### src/rtl/job_mgr_pkg.sv
// Shared types and constants for the job dispatch manager and its address bank.
package job_mgr_pkg;

  typedef enum logic [2:0] {
    IDLE,
    FETCH,
    WAIT_DATA,
    POLL,
    DISPATCH,
    GRANT,
    DRAIN,
    DONE
  } job_state_t;

  localparam int DESC_VALID_BIT      = 0;
  localparam int DESC_LAST_BIT       = 1;
  localparam int DEFAULT_DESC_STRIDE = 64;

endpackage

### src/rtl/job_addr_bank.sv
// Per-kernel descriptor address registers; a grant vector picks the slot to load.
module job_addr_bank
  import job_mgr_pkg::*;
#(
  parameter int KERNEL_NUM = 8,
  parameter int ADDR_WIDTH = 64
) (
  input  logic                             clk,
  input  logic                             rst_n,
  input  logic                             load,
  input  logic [KERNEL_NUM-1:0]            grant,
  input  logic [ADDR_WIDTH-1:0]            addr,
  output logic [KERNEL_NUM*ADDR_WIDTH-1:0] job_addr,
  output logic [KERNEL_NUM-1:0]            job_load
);

  logic [KERNEL_NUM-1:0] grant_sel;

  // A multi-bit grant is illegal upstream; isolating the lowest set bit keeps
  // the bank from ever writing two slots with the same descriptor.
  assign grant_sel = grant & (~grant + KERNEL_NUM'(1));

  always_ff @(posedge clk or negedge rst_n) begin
    if (!rst_n) begin
      job_addr <= '0;
      job_load <= '0;
    end else begin
      job_load <= load ? grant_sel : '0;
      if (load) begin
        for (int k = 0; k < KERNEL_NUM; k++) begin
          if (grant_sel[k]) begin
            job_addr[k*ADDR_WIDTH +: ADDR_WIDTH] <= addr;
          end
        end
      end
    end
  end

endmodule

### src/rtl/job_dispatch_manager.sv
// Walks the host descriptor ring and hands each valid descriptor to a granted kernel.
//
// state     | meaning
// ----------+-----------------------------------------------------------
// IDLE      | waiting for a manager_start rising edge
// FETCH     | header read request held until rd_ack
// WAIT_DATA | waiting for header data (discarded when aborting)
// POLL      | descriptor not yet valid, back-off before re-reading
// DISPATCH  | waiting for a free kernel, then job_start
// GRANT     | watching kernel_start for the one-hot grant
// DRAIN     | waiting for all kernels idle, then run_done
// DONE      | run finished, waiting for manager_start to drop
module job_dispatch_manager
  import job_mgr_pkg::*;
#(
  parameter int KERNEL_NUM    = 8,
  parameter int ADDR_WIDTH    = 64,
  parameter int DESC_STRIDE   = DEFAULT_DESC_STRIDE,
  parameter int POLL_CYCLES   = 256,
  parameter int GRANT_TIMEOUT = 4
) (
  input  logic                             clk,
  input  logic                             rst_n,
  input  logic                             manager_start,
  input  logic [ADDR_WIDTH-1:0]            init_addr,
  input  logic                             new_job,
  input  logic                             job_done,
  output logic                             job_start,
  input  logic [KERNEL_NUM-1:0]            kernel_start,
  output logic                             rd_req,
  output logic [ADDR_WIDTH-1:0]            rd_addr,
  input  logic                             rd_ack,
  input  logic                             rd_valid,
  input  logic [63:0]                      rd_data,
  output logic [KERNEL_NUM*ADDR_WIDTH-1:0] kernel_job_addr,
  output logic [KERNEL_NUM-1:0]            kernel_job_load,
  output logic                             busy,
  output logic                             run_done,
  output logic [31:0]                      jobs_dispatched
);

  localparam int POLL_W  = (POLL_CYCLES > 1) ? $clog2(POLL_CYCLES) : 1;
  localparam int GRANT_W = (GRANT_TIMEOUT > 1) ? $clog2(GRANT_TIMEOUT) : 1;

  job_state_t            state_q, state_d;
  logic                  start_q;
  logic                  start_rise;
  logic                  abort_q;
  logic                  aborting;
  logic                  hdr_last;
  logic [ADDR_WIDTH-1:0] cur_addr;
  logic [POLL_W-1:0]     poll_cnt;
  logic [GRANT_W-1:0]    grant_cnt;
  logic [31:0]           jobs_q;
  logic                  grant_hit;
  logic                  grant_load;
  logic                  hdr_is_valid;
  logic                  rd_data_unused;

  assign start_rise     = manager_start & ~start_q;
  assign aborting       = abort_q | ~manager_start;
  assign grant_hit      = |kernel_start;
  assign hdr_is_valid   = rd_data[DESC_VALID_BIT];
  assign rd_data_unused = ^rd_data;

  assign busy            = (state_q != IDLE);
  assign rd_addr         = cur_addr;
  assign jobs_dispatched = jobs_q;

  always_comb begin
    state_d    = state_q;
    rd_req     = 1'b0;
    job_start  = 1'b0;
    run_done   = 1'b0;
    grant_load = 1'b0;
    case (state_q)
      IDLE: begin
        if (start_rise) state_d = FETCH;
      end
      FETCH: begin
        // An abort never drops a request in flight; the read is completed first.
        rd_req = 1'b1;
        if (rd_ack) state_d = WAIT_DATA;
      end
      WAIT_DATA: begin
        if (rd_valid) begin
          if (aborting)          state_d = DRAIN;
          else if (hdr_is_valid) state_d = DISPATCH;
          else                   state_d = POLL;
        end
      end
      POLL: begin
        if (!manager_start)      state_d = DRAIN;
        else if (poll_cnt == '0) state_d = FETCH;
      end
      DISPATCH: begin
        if (!manager_start) begin
          state_d = DRAIN;
        end else if (new_job) begin
          job_start = 1'b1;
          state_d   = GRANT;
        end
      end
      GRANT: begin
        if (grant_hit) begin
          grant_load = 1'b1;
          state_d    = (hdr_last || aborting) ? DRAIN : FETCH;
        end else if (grant_cnt == '0) begin
          state_d = aborting ? DRAIN : DISPATCH;
        end
      end
      DRAIN: begin
        if (job_done) begin
          run_done = 1'b1;
          state_d  = DONE;
        end
      end
      DONE: begin
        if (!manager_start) state_d = IDLE;
      end
      default: state_d = IDLE;
    endcase
  end

  // start_q resets high so a start bit already set at reset is not taken as an edge.
  always_ff @(posedge clk or negedge rst_n) begin
    if (!rst_n) begin
      state_q   <= IDLE;
      start_q   <= 1'b1;
      abort_q   <= 1'b0;
      hdr_last  <= 1'b0;
      cur_addr  <= '0;
      poll_cnt  <= '0;
      grant_cnt <= '0;
      jobs_q    <= '0;
    end else begin
      state_q <= state_d;
      start_q <= manager_start;

      if (state_q == IDLE && start_rise) begin
        cur_addr <= init_addr;
        jobs_q   <= '0;
        abort_q  <= 1'b0;
      end

      if ((state_q == FETCH || state_q == WAIT_DATA) && !manager_start) begin
        abort_q <= 1'b1;
      end

      if (state_q == WAIT_DATA && rd_valid) begin
        hdr_last <= rd_data[DESC_LAST_BIT];
        poll_cnt <= POLL_W'(POLL_CYCLES - 1);
      end else if (state_q == POLL && poll_cnt != '0) begin
        poll_cnt <= poll_cnt - 1'b1;
      end

      if (job_start) begin
        grant_cnt <= GRANT_W'(GRANT_TIMEOUT - 1);
      end else if (state_q == GRANT && grant_cnt != '0) begin
        grant_cnt <= grant_cnt - 1'b1;
      end

      if (grant_load) begin
        jobs_q   <= jobs_q + 32'd1;
        cur_addr <= cur_addr + ADDR_WIDTH'(DESC_STRIDE);
      end
    end
  end

  job_addr_bank #(
    .KERNEL_NUM (KERNEL_NUM),
    .ADDR_WIDTH (ADDR_WIDTH)
  ) u_addr_bank (
    .clk      (clk),
    .rst_n    (rst_n),
    .load     (grant_load),
    .grant    (kernel_start),
    .addr     (cur_addr),
    .job_addr (kernel_job_addr),
    .job_load (kernel_job_load)
  );

endmodule

### config.mk
export PLATFORM = sky130hd
export DESIGN_NAME = job_dispatch_manager
export DESIGN_NICKNAME = d
export VERILOG_FILES = /design/src/rtl/job_mgr_pkg.sv /design/src/rtl/job_addr_bank.sv /design/src/rtl/job_dispatch_manager.sv
export SDC_FILE = /design/constraint.sdc
export NUM_CORES = 1
export LEC_CHECK = 0
export CORE_AREA = 2 2 300 302
export CTS_CLUSTER_SIZE = 24
export DETAILED_ROUTE_END_ITERATION = 10
export DIE_AREA = 0 0 302 304
export GPL_TIMING_DRIVEN = 0
export HOLD_SLACK_MARGIN = 0.05
export PLACE_DENSITY = 0.62
export SETUP_SLACK_MARGIN = 0.02
export SYNTH_ARGS = -nofsm -noshare
export SYNTH_HDL_FRONTEND = slang
export SYNTH_SLANG_ARGS = --single-unit
### constraint.sdc
create_clock -name clk -period 3.8 [get_ports clk]
set_clock_uncertainty 0.15 [all_clocks]
set_input_delay 0.95 -clock clk [delete_from_list [all_inputs] [get_ports clk]]
set_output_delay 0.95 -clock clk [all_outputs]
set_load 0.01 [all_outputs]
== Yosys cells after proc, flatten, opt, wreduce, memory -nomap -nowiden ==
Cells that the tools add are included.
Operators by class
  reduce and logical (&&, ||, !) cells: 28
  multiplexer cells: 35
  equal/unequal tests: 15
  $add $sub $neg: 5
  bitwise gates (word level): 6
Operators by type and width (count)
  2-to-1 mux 64 bit: 2
  adder 64 x 7 -> 64 bit (second input constant): 1
  2-to-1 mux 32 bit: 2
  2-to-1 mux 3 bit: 14
  adder 32 x 1 -> 32 bit (second input constant): 1
  2-to-1 mux 8 bit: 3
  case mux 3 bit (8 select lines): 1
  AND reduction 2 bit: 8
  equality test 3 bit (second input constant): 4
  2-to-1 mux 1 bit: 10
  inequality test 2 bit (second input constant): 5
  nonzero test 2 bit: 5
  inequality test 3 bit (second input constant): 3
  adder 8 x 1 -> 8 bit (second input constant): 1
  AND 8 bit: 1
  logical NOT 8 bit: 1
  inverter 8 bit: 1
  AND reduction 8 bit: 1
  nonzero test 8 bit: 1
  OR reduction 8 bit: 1
  subtractor 8 x 1 -> 8 bit (second input constant): 1
  equality test 3 x 2 -> 1 bit (second input constant): 2
  2-to-1 mux 2 bit: 3
  logical AND 1 bit: 5
  other kinds (10): 12
Word-level totals
  register bits: 632
  output and inout bits: 620
  input bits: 143

== Logic depth before layout (Yosys ltp) ==
  depth after elaboration: 6
  depth in mapped cells: 8
  gate-level depth less buffers: 7

== By module ==
Synthesis repeated with hierarchy kept, for this count alone.
Second synthesis, totals
  cell total of the unflattened synthesis: 1865
  area total of the unflattened synthesis: 25956.1 um^2
Modules (own cells, without submodules)
  job_addr_bank: times used 1, cells an instance 1104, area an instance 19302.3 um^2, sequential area each 13012.5 um^2
  job_dispatch_manager: times used 1, cells an instance 761, area an instance 6653.9 um^2, sequential area each 2803.9 um^2

== Least setup slack after synthesis ==
Ideal clock, no wire load.
  kind: input port to flip-flop
  start: in kernel_start[3]
  end: reg u_addr_bank.job_addr[470]
  slack: 1.060 ns
  stages: 7
  data arrival time: 2.473 ns
  path buffers: 2
  cell sequence: nor4_4 -> nand2_2 -> or4_4 -> buf_4 -> buf_6 -> nand2_1 -> nand2_1
On the way
  cells in the longest elaborated chain, start to end: 4
  elaborated cells on any way between the ends: 7
  those cells by class: 1 x add/sub; 2 x mux; 2 x bitwise; 2 x reduce/logical
Ends and longest elaborated chain
  start, declared: RTL line job_dispatch_manager.sv:29  | input logic [KERNEL_NUM-1:0] kernel_start,
  inverter 8 bit or OR reduction 8 bit (tied branches): RTL line job_addr_bank.sv:21, job_dispatch_manager.sv:62
  adder 8 x 1 -> 8 bit or 2-to-1 mux 1 bit (tied branches): RTL line job_addr_bank.sv:21, job_dispatch_manager.sv:105
  AND 8 bit or 2-to-1 mux 1 bit (tied branches): RTL line job_addr_bank.sv:21, job_dispatch_manager.sv:76
  AND reduction 2 bit (no line) (*)
  end signal, assigned by index: RTL line job_addr_bank.sv:32  | job_addr[k*ADDR_WIDTH +: ADDR_WIDTH] <= addr;
  end, declared: RTL line job_addr_bank.sv:13  | output logic [KERNEL_NUM*ADDR_WIDTH-1:0] job_addr,
Mark *: on every way between the ends. The rest lies on a longest branch, timed or not.
A chain may end at the register's enable or synchronous reset.

== Final worst setup path ==
  start: in kernel_start[5]
  end: reg cur_addr[49] (netlist: rd_addr[49])
On the way
  cells in the longest elaborated chain, start to end: 4
  elaborated cells on any way between the ends: 5
  those cells by class: 3 x mux; 2 x reduce/logical
Ends and longest elaborated chain
  OR reduction 8 bit (*): RTL line job_dispatch_manager.sv:62  | assign grant_hit = |kernel_start;
  2-to-1 mux 1 bit (*): RTL line job_dispatch_manager.sv:105  | if (grant_hit) begin
  2-to-1 mux 1 bit (*): RTL line job_dispatch_manager.sv:76  | case (state_q)
  2-to-1 mux 64 bit or nonzero test 2 bit (tied branches)
  end signal, assigned: RTL line job_dispatch_manager.sv:141  | cur_addr <= init_addr;
  end signal, assigned: RTL line job_dispatch_manager.sv:165  | cur_addr <= cur_addr + ADDR_WIDTH'(DESC_STRIDE);
  end, declared: RTL line job_dispatch_manager.sv:51  | logic [ADDR_WIDTH-1:0] cur_addr;
Marked as above.

==> flow_summary.ini <==
[sta]
worst_slack_ps = 109
slew_violations = 0
setup_viol = 0
rsz0062_at_grt = no
finalSetupTns_ps = 0
relSlewSlack_pct = 17.2
timing.fmax_mhz = 271
worstMarginPinSlew_ps = 1240
fin_crit_ps = 3690
post-route-period-util_pct = 97.1
hold_viol = 0

[cells_and_area]
syn_to_final_growth_pct = 42.3
register_area_mm2 = 0.0158
final_cell_area_mm2 = 0.0372
n_fill_cell = 8536
nets = 3148
multiInputGateArea_mm2 = 0.00952
drive_gt1_share_pct = 18.3
final_cells = 4234

[logic_synthesis]
synth-edff-count = 0
yosysTopAreaCell = dfrtp_1
avgSynthCellArea_um2 = 11.8
synth_top_cell_area_share_pct = 60.4
async_flop_share_pct = 100
synthTopCellsByArea = dfrtp_1, mux2_2, nand2_1
synth_seq_area_share_pct = 60.5
synth_cells = 2215
synth-main-ff-cell = dfrtp_1
syn_nets = 2363
synth-warning-count = 0
ys_seq_elements = 632
syn_area_mm2 = 0.0261
ys_types = 62

[placement]
place_area_mm2 = 0.0348
placed_cells = 4098
gp_congestion = 0.814
port_buffers = 699
dp_hpwl_mm = 79.7
dpl_worst_slack_ps = -918

[cts]
clockBufferDepth = 3
numClockSinks = 632
cts-root-buf = clkbuf_16
path_clk_slew_ps = 60
clkLatencyLatePin_ps = 620
htree_levels = 3
cts_tree = built
cts_buffers = 73

[detailed_routing]
postRouteAntennaNets = 0
drtIter0Drc = 1199
dr.pass1.iters = 5
avgViaCountPerCell = 4.86
vias = 20600
drc = 0
routed_wirelength_mm = 108
wl_per_cell_um = 25.4

[grt]
grt_first_pass_wirelength_mm = 154
grt_usage_pct = 23.1
grt_overflow = 0
antenna_found_initial = 12
grt_pass1_vias = 20700
grt_max_degree = 122

[critical_path]
crit_buf_inv = 2
cp.arrival_ps = 4090
crit_path_max_fanout = 10
crit_path_start_kind = input pin
slowest_delay_ps = 870
worstPathRequired_ps = 4200
crit_type = input pin to register
critPathSlowestCell = buf_1
cp-end-kind = register
path_cells = clkdlybuf4s50_1 -> nor4_4 -> a21oi_1 -> nor2_1 -> buf_1 -> a22oi_1 -> nand3_1
critPathTopFamily = buffers and inverters

[floorplanning]
rows = 110
ios = 763
die_x_um = 302
chipHeight_um = 304
initial_core_util_pct = 29.4
core_area_mm2 = 0.0890
fp.dieArea_mm2 = 0.0918

[power_and_ir_drop]
vdd_drop_max_v = 0.000458
powerDensity_mw_per_mm2 = 720
p_leak_nw = 17.0
total_power_w = 0.0268

[hold_path]
hp-class = register to register

[job]
maxCapViolations = 0

[status]
status = complete, no violations
## power by group
group | internal, W | leakage (nW) | switching, W
Sequential | 0.00857 | 8.47 | 0.00137
Clock | 0.00410 | 1.14 | 0.00290
Combinational | 0.00485 | 7.38 | 0.00500
## metal layers
layer,vias to the layer above,share of wire [%],track usage [%]
met5,-,0.048,0
met4,8,2.9,8.00
met3,155,7.1,6.46
met2,685,48,38.1
met1,10500,42,29.1
li1,9228,-,-
## cell usage after synthesis, drive strengths merged, types with 7 or more instances
cell    number
inv         19
nand3       77
or3         10
clkbuf     129
nand2      527
buf         45
nor4        17
a31oi        7
o211ai      37
or4         16
mux2i       23
o31ai        9
o311ai      17
nand4       43
nand3b       7
o21ai       44
xnor2        8
nor2        36
nand2b      11
and3        19
nor3        10
a21oi       19
a22oi        9
mux2       377
and4         8
dfrtp      631
and2        14
## logic make-up (layout without fill, tap and decap cells)
logic type / after synthesis / count (layout) / synth area share (%)
compound gates: 163 / 163 / 4.26
fa+ha+maj: 5 / 5 / 0.239
other cells: 0 / 8 / 0
xor+xnor: 12 / 12 / 0.402
mux: 400 / 400 / 17.1
simple gates: 809 / 809 / 14.4
buf+inv: 194 / 1029 / 3.06
flops: 632 / 632 / 60.5
## worst paths after layout
path	start	to	slack (ps)	cells after the start
min in group asynchronous	rst_n	u_addr_bank.job_addr[70]	570	2
max	kernel_start[5]	rd_addr[49]	110	7
min reg2reg	u_addr_bank.job_addr[439]	u_addr_bank.job_addr[439]	310	2
max reg2reg	rd_addr[6]	rd_addr[50]	210	7
max in group asynchronous	rst_n	u_addr_bank.job_addr[47]	980	5
min	u_addr_bank.job_addr[439]	u_addr_bank.job_addr[439]	310	2
## state kept, by name (all words and copies together) (netlist names)
| signal | cells |
|---|---|
| jobs_dispatched | 32 |
| u_addr_bank.job_addr | 512 |
| state_q | 3 |
| start_q | 1 |
| hdr_last | 1 |
| poll_cnt | 8 |
| rd_addr | 64 |
| grant_cnt | 2 |
| abort_q | 1 |
| u_addr_bank.job_load | 8 |
## what timing repair did
item | in CTS | in global routing
endpoints found under the hold margin | 6 | 0
setup endpoints to repair | 14 | 54
hold buffers | 1 | 0
setup buffers | 1 | 2
resized for setup | 2 | 17
pin swaps | 1 | 1
## layout make-up
cell class | instances | share of cell area (%)
Multi-Input combinational cell | 1389 | 25.6
Clock buffer | 104 | 5.61
Tap cell | 1176 | 3.96
Clock inverter | 21 | 0.646
Buffer | 173 | 1.98
Timing Repair Buffer | 711 | 19.4
Antenna cell | 8 | 0.0538
Sequential cell | 632 | 42.5
Inverter | 20 | 0.202
## through the flow
step                      utilization (%)  hold WS [ps]
after global placement               38.9           300
after global routing                 41.8           333
after floorplan                         -           333
after detailed placement             39.1           304
final                                41.8           313
after CTS                            41.7           318
## layout by cell type (no fill, tap or decap), types with 5 or more instances in the layout
cell | netlist | routed
a221o_1 | 6 | 6
xnor2_1 | 8 | 8
a22oi_1 | 9 | 9
clkinv_2 | 0 | 9
o31ai_1 | 9 | 9
or4_1 | 15 | 15
or3_1 | 10 | 10
and3_1 | 19 | 19
clkbuf_1 | 129 | 139
a31oi_1 | 7 | 7
clkbuf_16 | 0 | 76
buf_16 | 0 | 6
o211ai_1 | 37 | 37
nor4_4 | 6 | 6
inv_1 | 19 | 19
nand4_1 | 41 | 41
and2_1 | 11 | 11
mux2i_1 | 23 | 23
nand2b_1 | 11 | 11
a21oi_1 | 19 | 19
diode_2 | 0 | 8
buf_6 | 4 | 5
nor2_1 | 36 | 36
dfrtp_1 | 631 | 631
clkbuf_8 | 0 | 8
o21ai_0 | 44 | 44
clkbuf_2 | 0 | 7
clkdlybuf4s50_1 | 0 | 697
o311ai_0 | 17 | 17
nor3_1 | 10 | 10
nand2_1 | 526 | 526
and4_1 | 8 | 8
nor4_1 | 10 | 10
nand3b_1 | 7 | 7
buf_2 | 30 | 30
buf_1 | 10 | 11
mux2_2 | 377 | 377
nand3_1 | 76 | 76
ha_1 | 5 | 5
## worst min-delay path: cells and delay by family (launching register included)
kind / cells / cell delay [ps]
flip-flops: 1 / 340
AND/OR/NAND/NOR: 2 / 100
(Power assumes the default switching activity.)
==> variant 1 (same settings) <==
Encoding of `job_state_t`: now one-hot (8 bits for 8 states).
--- a/src/rtl/job_mgr_pkg.sv
+++ b/src/rtl/job_mgr_pkg.sv
@@ -1,15 +1,15 @@
 // Shared types and constants for the job dispatch manager and its address bank.
 package job_mgr_pkg;
 
-  typedef enum logic [2:0] {
-    IDLE,
-    FETCH,
-    WAIT_DATA,
-    POLL,
-    DISPATCH,
-    GRANT,
-    DRAIN,
-    DONE
+  typedef enum logic [7:0] {
+    IDLE      = 8'b00000001,
+    FETCH     = 8'b00000010,
+    WAIT_DATA = 8'b00000100,
+    POLL      = 8'b00001000,
+    DISPATCH  = 8'b00010000,
+    GRANT     = 8'b00100000,
+    DRAIN     = 8'b01000000,
+    DONE      = 8'b10000000
   } job_state_t;
 
   localparam int DESC_VALID_BIT      = 0;
Behaviour: same outputs for any inputs over 4 cycles, from zero or initial values and one cycle with rst_n low; so few cycles prove little.
==> variant 1 against the original RTL <==
Area after synthesis grew 0.35%. Routed wire length fell by 2.5%. Final area increased by 0.86%. First-iteration DRC count is 0.67% lower. Register-to-register slack worse by 200 ps. Setup slack got worse by 97 ps. Worst hold slack got worse by 96 ps. Final cell count fell by 6.9%. Sequential cell count is 5 higher. Critical endpoint is now rd_addr[47].
Power is not compared: it rests on default switching activity, and its combinational part moved more than twofold at a synthesized area within 25%.
==> variant 1: results (changes against the original RTL) <==
[placement]
dpl.cell_count=3804  ; was 4,098
dp.final_hpwl_mm=76.4  ; was 79.7 mm
gp_congestion=0.824  ; was 0.814
placed_area_sq_um=34900  ; was 34,800 sq um
preCtsSetupSlack_ps=-1800  ; was -918 ps

[finish]
buf_share=0.212  ; was 0.214
multi_input_gates=1114  ; was 1,389
multi_input_area_share=0.255  ; was 0.256
clock_buffers=110  ; was 104
nonClockBufferCount=855  ; was 884
clock_area_frac=0.0664  ; was 0.0626
final_area_sq_um=37500  ; was 37,200 sq um
nNonClkInverters=23  ; was 20
antenna_cells=6  ; was 8
drive_gt1_frac=0.207  ; was 0.183
final_nets=2854  ; was 3,148

[synthesis]
ys_top_cells_by_area=dfrtp_1 (61%), mux2_2 (13%), mux2_1 (5.3%), mux2_4 (4.0%), nand2_1 (2.2%)  ; was dfrtp_1 (60%), mux2_2 (16%), nand2_1 (7.6%), clkbuf_1 (1.9%), nand3_1 (1.5%)
synthMuxAreaShare=0.233  ; was 0.171
ys_top_cells_by_count=dfrtp_1 (635), mux2_2 (307), nand2_1 (157), mux2_1 (124), clkbuf_1 (94)  ; was dfrtp_1 (631), nand2_1 (526), mux2_2 (377), clkbuf_1 (129), nand3_1 (76)
synth_seq_area_share=0.608  ; was 0.605
synth_compound_area_frac=0.0437  ; was 0.0426
synthAdderAreaFrac=0.00238  ; was 0.00239
synth.distinct_cells=65  ; was 62
synthCells=1922  ; was 2,215
synth_xor_area_frac=0.00367  ; was 0.00402
synth_nets=2070  ; was 2,363

[sta]
hold_slack_ps=217  ; was 313 ps
worst_pin_slew_ps=1430  ; was 1240 ps
layout_setup_ws_ps=11.9  ; was 109 ps

[clock_network]
clk_latency_ps=650  ; was 620 ps
cts.sinks=637  ; was 632

[setup_path]
rr_worst_depth=6  ; was 7
cp_max_fo=5  ; was 10
critPathTopFamily=simple AND/OR/NAND/NOR gates  ; was buffers and inverters
timing.rr.start=rd_addr[17]  ; was rd_addr[6]
r2r_end=rd_addr[47]  ; was rd_addr[50]

[drt]
drt-initial-drc-count=1191  ; was 1,199
vias_per_cell=4.89  ; was 4.86
wl_mm=105  ; was 108 mm

[outcome]
status=finished, final reports clean  ; unchanged

[global_route]
grt_use_total=0.224  ; was 0.231
grt_pass1_vias=19400  ; was 20,700
grt_pass1_wl_mm=147  ; was 154 mm

[min_path]
min_path_type=in2async  ; was reg2reg

==> variant 1: cells by family after synthesis <==
family                   after synthesis
flip-flops                           637
multiplexers                         522
AO/OA/AOI/OAI                        167
buffers and inverters                171
AND/OR/NAND/NOR                      409
XOR/XNOR                              11
adder cells (fa/ha/maj)                5
==> variant 1: worst max path at each step <==
stage               cells after the start             from                         to
finish                                  6      rd_addr[17]                rd_addr[47]
global route                           10  kernel_start[0]                rd_addr[15]
CTS                                    10  kernel_start[2]   u_addr_bank.job_addr[13]
detailed placement                     10  kernel_start[2]   u_addr_bank.job_addr[13]
global placement                        1            rst_n  u_addr_bank.job_addr[409]
floorplan                               8  kernel_start[2]  u_addr_bank.job_addr[126]
==> variant 1: routing by layer <==
metal | GRT usage | vias up | wire, um
met4 | 0.0736 | 8 | 2860
met5 | 0 | - | 56
met3 | 0.0746 | 138 | 9330
met2 | 0.365 | 774 | 49800
li1 | - | 8476 | -
met1 | 0.278 | 9888 | 42800
==> variant 1: timing repair <==
| item | CTS | global route |
|---|---|---|
| hold endpoints to repair | 0 | 0 |
| setup buffers | 1 | 0 |
| pin swaps | 0 | 1 |
| setup endpoints to repair | 188 | 78 |
| resized for setup | 30 | 24 |
==> variant 1: power breakdown <==
| group | internal, mW | switching (mW) |
|---|---|---|
| logic | 1.21 | 2.57 |
| registers | 7.15 | 0.666 |
| clock network | 4.44 | 2.96 |
==> variant 1: worst reg2reg max path, stage by stage (launching register included) <==
cell	delay (ps)
dfrtp_1	480
nand4_1	440
or4_1	910
nor4_1	1060
and2_1	320
nor2_1	70
a211o_1	220
==> variant 2 (config.mk and constraints unchanged) <==
Made on the original files. `POLL_CYCLES`: 256 -> 512.
--- a/src/rtl/job_dispatch_manager.sv
+++ b/src/rtl/job_dispatch_manager.sv
@@ -16,7 +16,7 @@
   parameter int KERNEL_NUM    = 8,
   parameter int ADDR_WIDTH    = 64,
   parameter int DESC_STRIDE   = DEFAULT_DESC_STRIDE,
-  parameter int POLL_CYCLES   = 256,
+  parameter int POLL_CYCLES   = 512,
   parameter int GRANT_TIMEOUT = 4
 ) (
   input  logic                             clk,
Formal check against the unedited RTL: no difference found for any inputs over 4 cycles, from zero or initial values and one cycle with rst_n low; that may be too few to reach the edited logic, so the function may still have changed.
==> variant 2 against the original RTL <==
Synthesized cell count fell by 9.1%. First-iteration DRC count shrank 10%. Total power fell by 2.8%. Final area fell by 0.57%. Register-to-register slack gained 160 ps. Fmax about the same. Setup slack improved by 1.0 ps. Worst hold slack lost 110 ps. Routed wire length fell by 2.0%. Sequential cell count is 1 higher. Non-clock buffer count down 18. Area after synthesis down 1.9%.
==> variant 2: results (changes against the original RTL) <==
[placement]
gp_congestion=0.923  ; was 0.814
dpl.cell_count=3894  ; was 4,098

[outcome]
status=finished, final reports clean  ; unchanged

[synthesis]
synth.distinct_cells=64  ; was 62
ys_top_cells_by_count=dfrtp_1 (632), mux2_2 (448), nand2_1 (279), clkbuf_1 (96), o21ai_0 (92)  ; was dfrtp_1 (631), nand2_1 (526), mux2_2 (377), clkbuf_1 (129), nand3_1 (76)
synth.avg_cell_area_sq_um=12.7  ; was 11.8 sq um
ys_top_cells_by_area=dfrtp_1 (62%), mux2_2 (20%), nand2_1 (4.1%), o21ai_0 (1.8%), nand3_1 (1.4%)  ; was dfrtp_1 (60%), mux2_2 (16%), nand2_1 (7.6%), clkbuf_1 (1.9%), nand3_1 (1.5%)
synth_seq_area_share=0.618  ; was 0.605

[finish]
drive_gt1_frac=0.221  ; was 0.183
fill_cells=8462  ; was 8,536
final_nets=2947  ; was 3,148

[pwr]
leakage_nw=16.8  ; was 17.0 nW
vdd_drop_max_v=0.000456  ; was 0.000458 V

[drt]
drt-pass1-iter-count=7  ; was 5
vias_per_cell=4.91  ; was 4.86
wl_mm=105  ; was 108 mm
routedWlPerCell_um=26.1  ; was 25.4 um
drt-initial-drc-count=1075  ; was 1,199

[clock_network]
clk_latency_ps=650  ; was 620 ps

[global_route]
grt_use_total=0.226  ; was 0.231
grt_pass1_wl_mm=149  ; was 154 mm
antenna_found_initial=21  ; was 12
grt_max_degree=120  ; was 122
grt_pass1_vias=19900  ; was 20,700

[setup_path]
cp.arrival_ps=4060  ; was 4090 ps
timing.rr.start=state_q[1]  ; was rd_addr[6]
crit_slowest_cell=clkbuf_1  ; was buf_1
max_stage_delay_ps=730  ; was 870 ps
r2r_slack_ps=370  ; was 210 ps

[min_path]
min_path_type=in2async  ; was reg2reg

[sta]
hold_slack_ps=204  ; was 313 ps
maxSlewHeadroom=0.200  ; was 0.172

## variant 2: cell count changes after synthesis, moves of 17 or more
cell	before	now
nand2_1	526	279
mux2_2	377	448
o21ai_0	44	92
clkbuf_1	129	96
buf_1	10	41
nand4_1	41	18
buf_2	30	12
mux2i_1	23	6
## variant 2: kinds of logic (layout without fill, tap and decap cells)
logic type | count (synthesis) | count (layout) | synth area share
buffers and inverters | 177 | 1023 | 0.0273
other | 0 | 5 | 0
and+or+nand+nor | 522 | 522 | 0.0970
adders and majority gates | 4 | 4 | 0.00195
AOI/OAI and AO/OA | 208 | 208 | 0.0518
xor gates and xnor gates | 15 | 15 | 0.00512
muxes | 454 | 454 | 0.199
DFF | 633 | 633 | 0.618
## variant 2: timing repair
| action | in CTS | in global routing |
|---|---|---|
| resized for setup | 10 | 11 |
| pin swaps | 1 | 1 |
| buffers inserted | 2 | 3 |
| endpoints found under the setup margin | 141 | 37 |
## variant 2: worst max-delay path: cells and delay by family
family	cells	cell delay, ps
AOI/OAI and AO/OA	3	660
and+or+nand+nor	2	920
buffers and inverters	3	1520
## variant 2: how the worst max path moves through the flow
stage | cells after the start | from | endpoint | slack [ps]
final | 8 | kernel_start[6] | rd_addr[33] | 110
after floorplan | 6 | kernel_start[6] | rd_addr[6] | 900
after detailed placement | 7 | manager_start | rd_addr[59] | -1580
after CTS | 7 | state_q[1] | u_addr_bank.job_addr[99] | 30
after global placement | 1 | rst_n | u_addr_bank.job_addr[38] | -28310
after global routing | 8 | kernel_start[6] | rd_addr[56] | 20
## variant 2: report_power, final
| part | internal [mW] | switching [mW] | leakage, nW | total [mW] |
|---|---|---|---|---|
| clock | 4.51 | 3.10 | 1.27 | 7.60 |
| combinational | 4.19 | 4.77 | 6.96 | 8.96 |
| sequential | 8.34 | 1.14 | 8.55 | 9.49 |
| total | 17.0 | 9.01 | 16.8 | 26.1 |
## variant 2: final cells by class
type	count	area, sq um	share of cell area
Sequential cell	633	15800	0.428
Multi-Input combinational cell	1203	9150	0.247
Timing Repair Buffer	712	7200	0.195
Clock buffer	101	2110	0.0572
Tap cell	1176	1470	0.0398
Buffer	154	631	0.0170
Clock inverter	34	484	0.0131
Inverter	22	82.6	0.00223
Antenna cell	5	12.5	0.000338
## variant 2: through the flow
step           instance area [sq um]  setup WS [ps]
6_report                       37000            110
5_1_grt                        37000           15.5
4_1_cts                        36900           28.1
3_5_place_dp                   34300          -1580
3_3_place_gp                   34100         -28310
2_1_floorplan                  25600            899
## variant 2: metal layers
layer / wire, um / track usage / part of all wire
met5: 111 / 0 / 0.0011
met4: 2740 / 0.0680 / 0.026
met3: 9550 / 0.0713 / 0.091
met2: 49900 / 0.367 / 0.47
met1: 43100 / 0.287 / 0.41
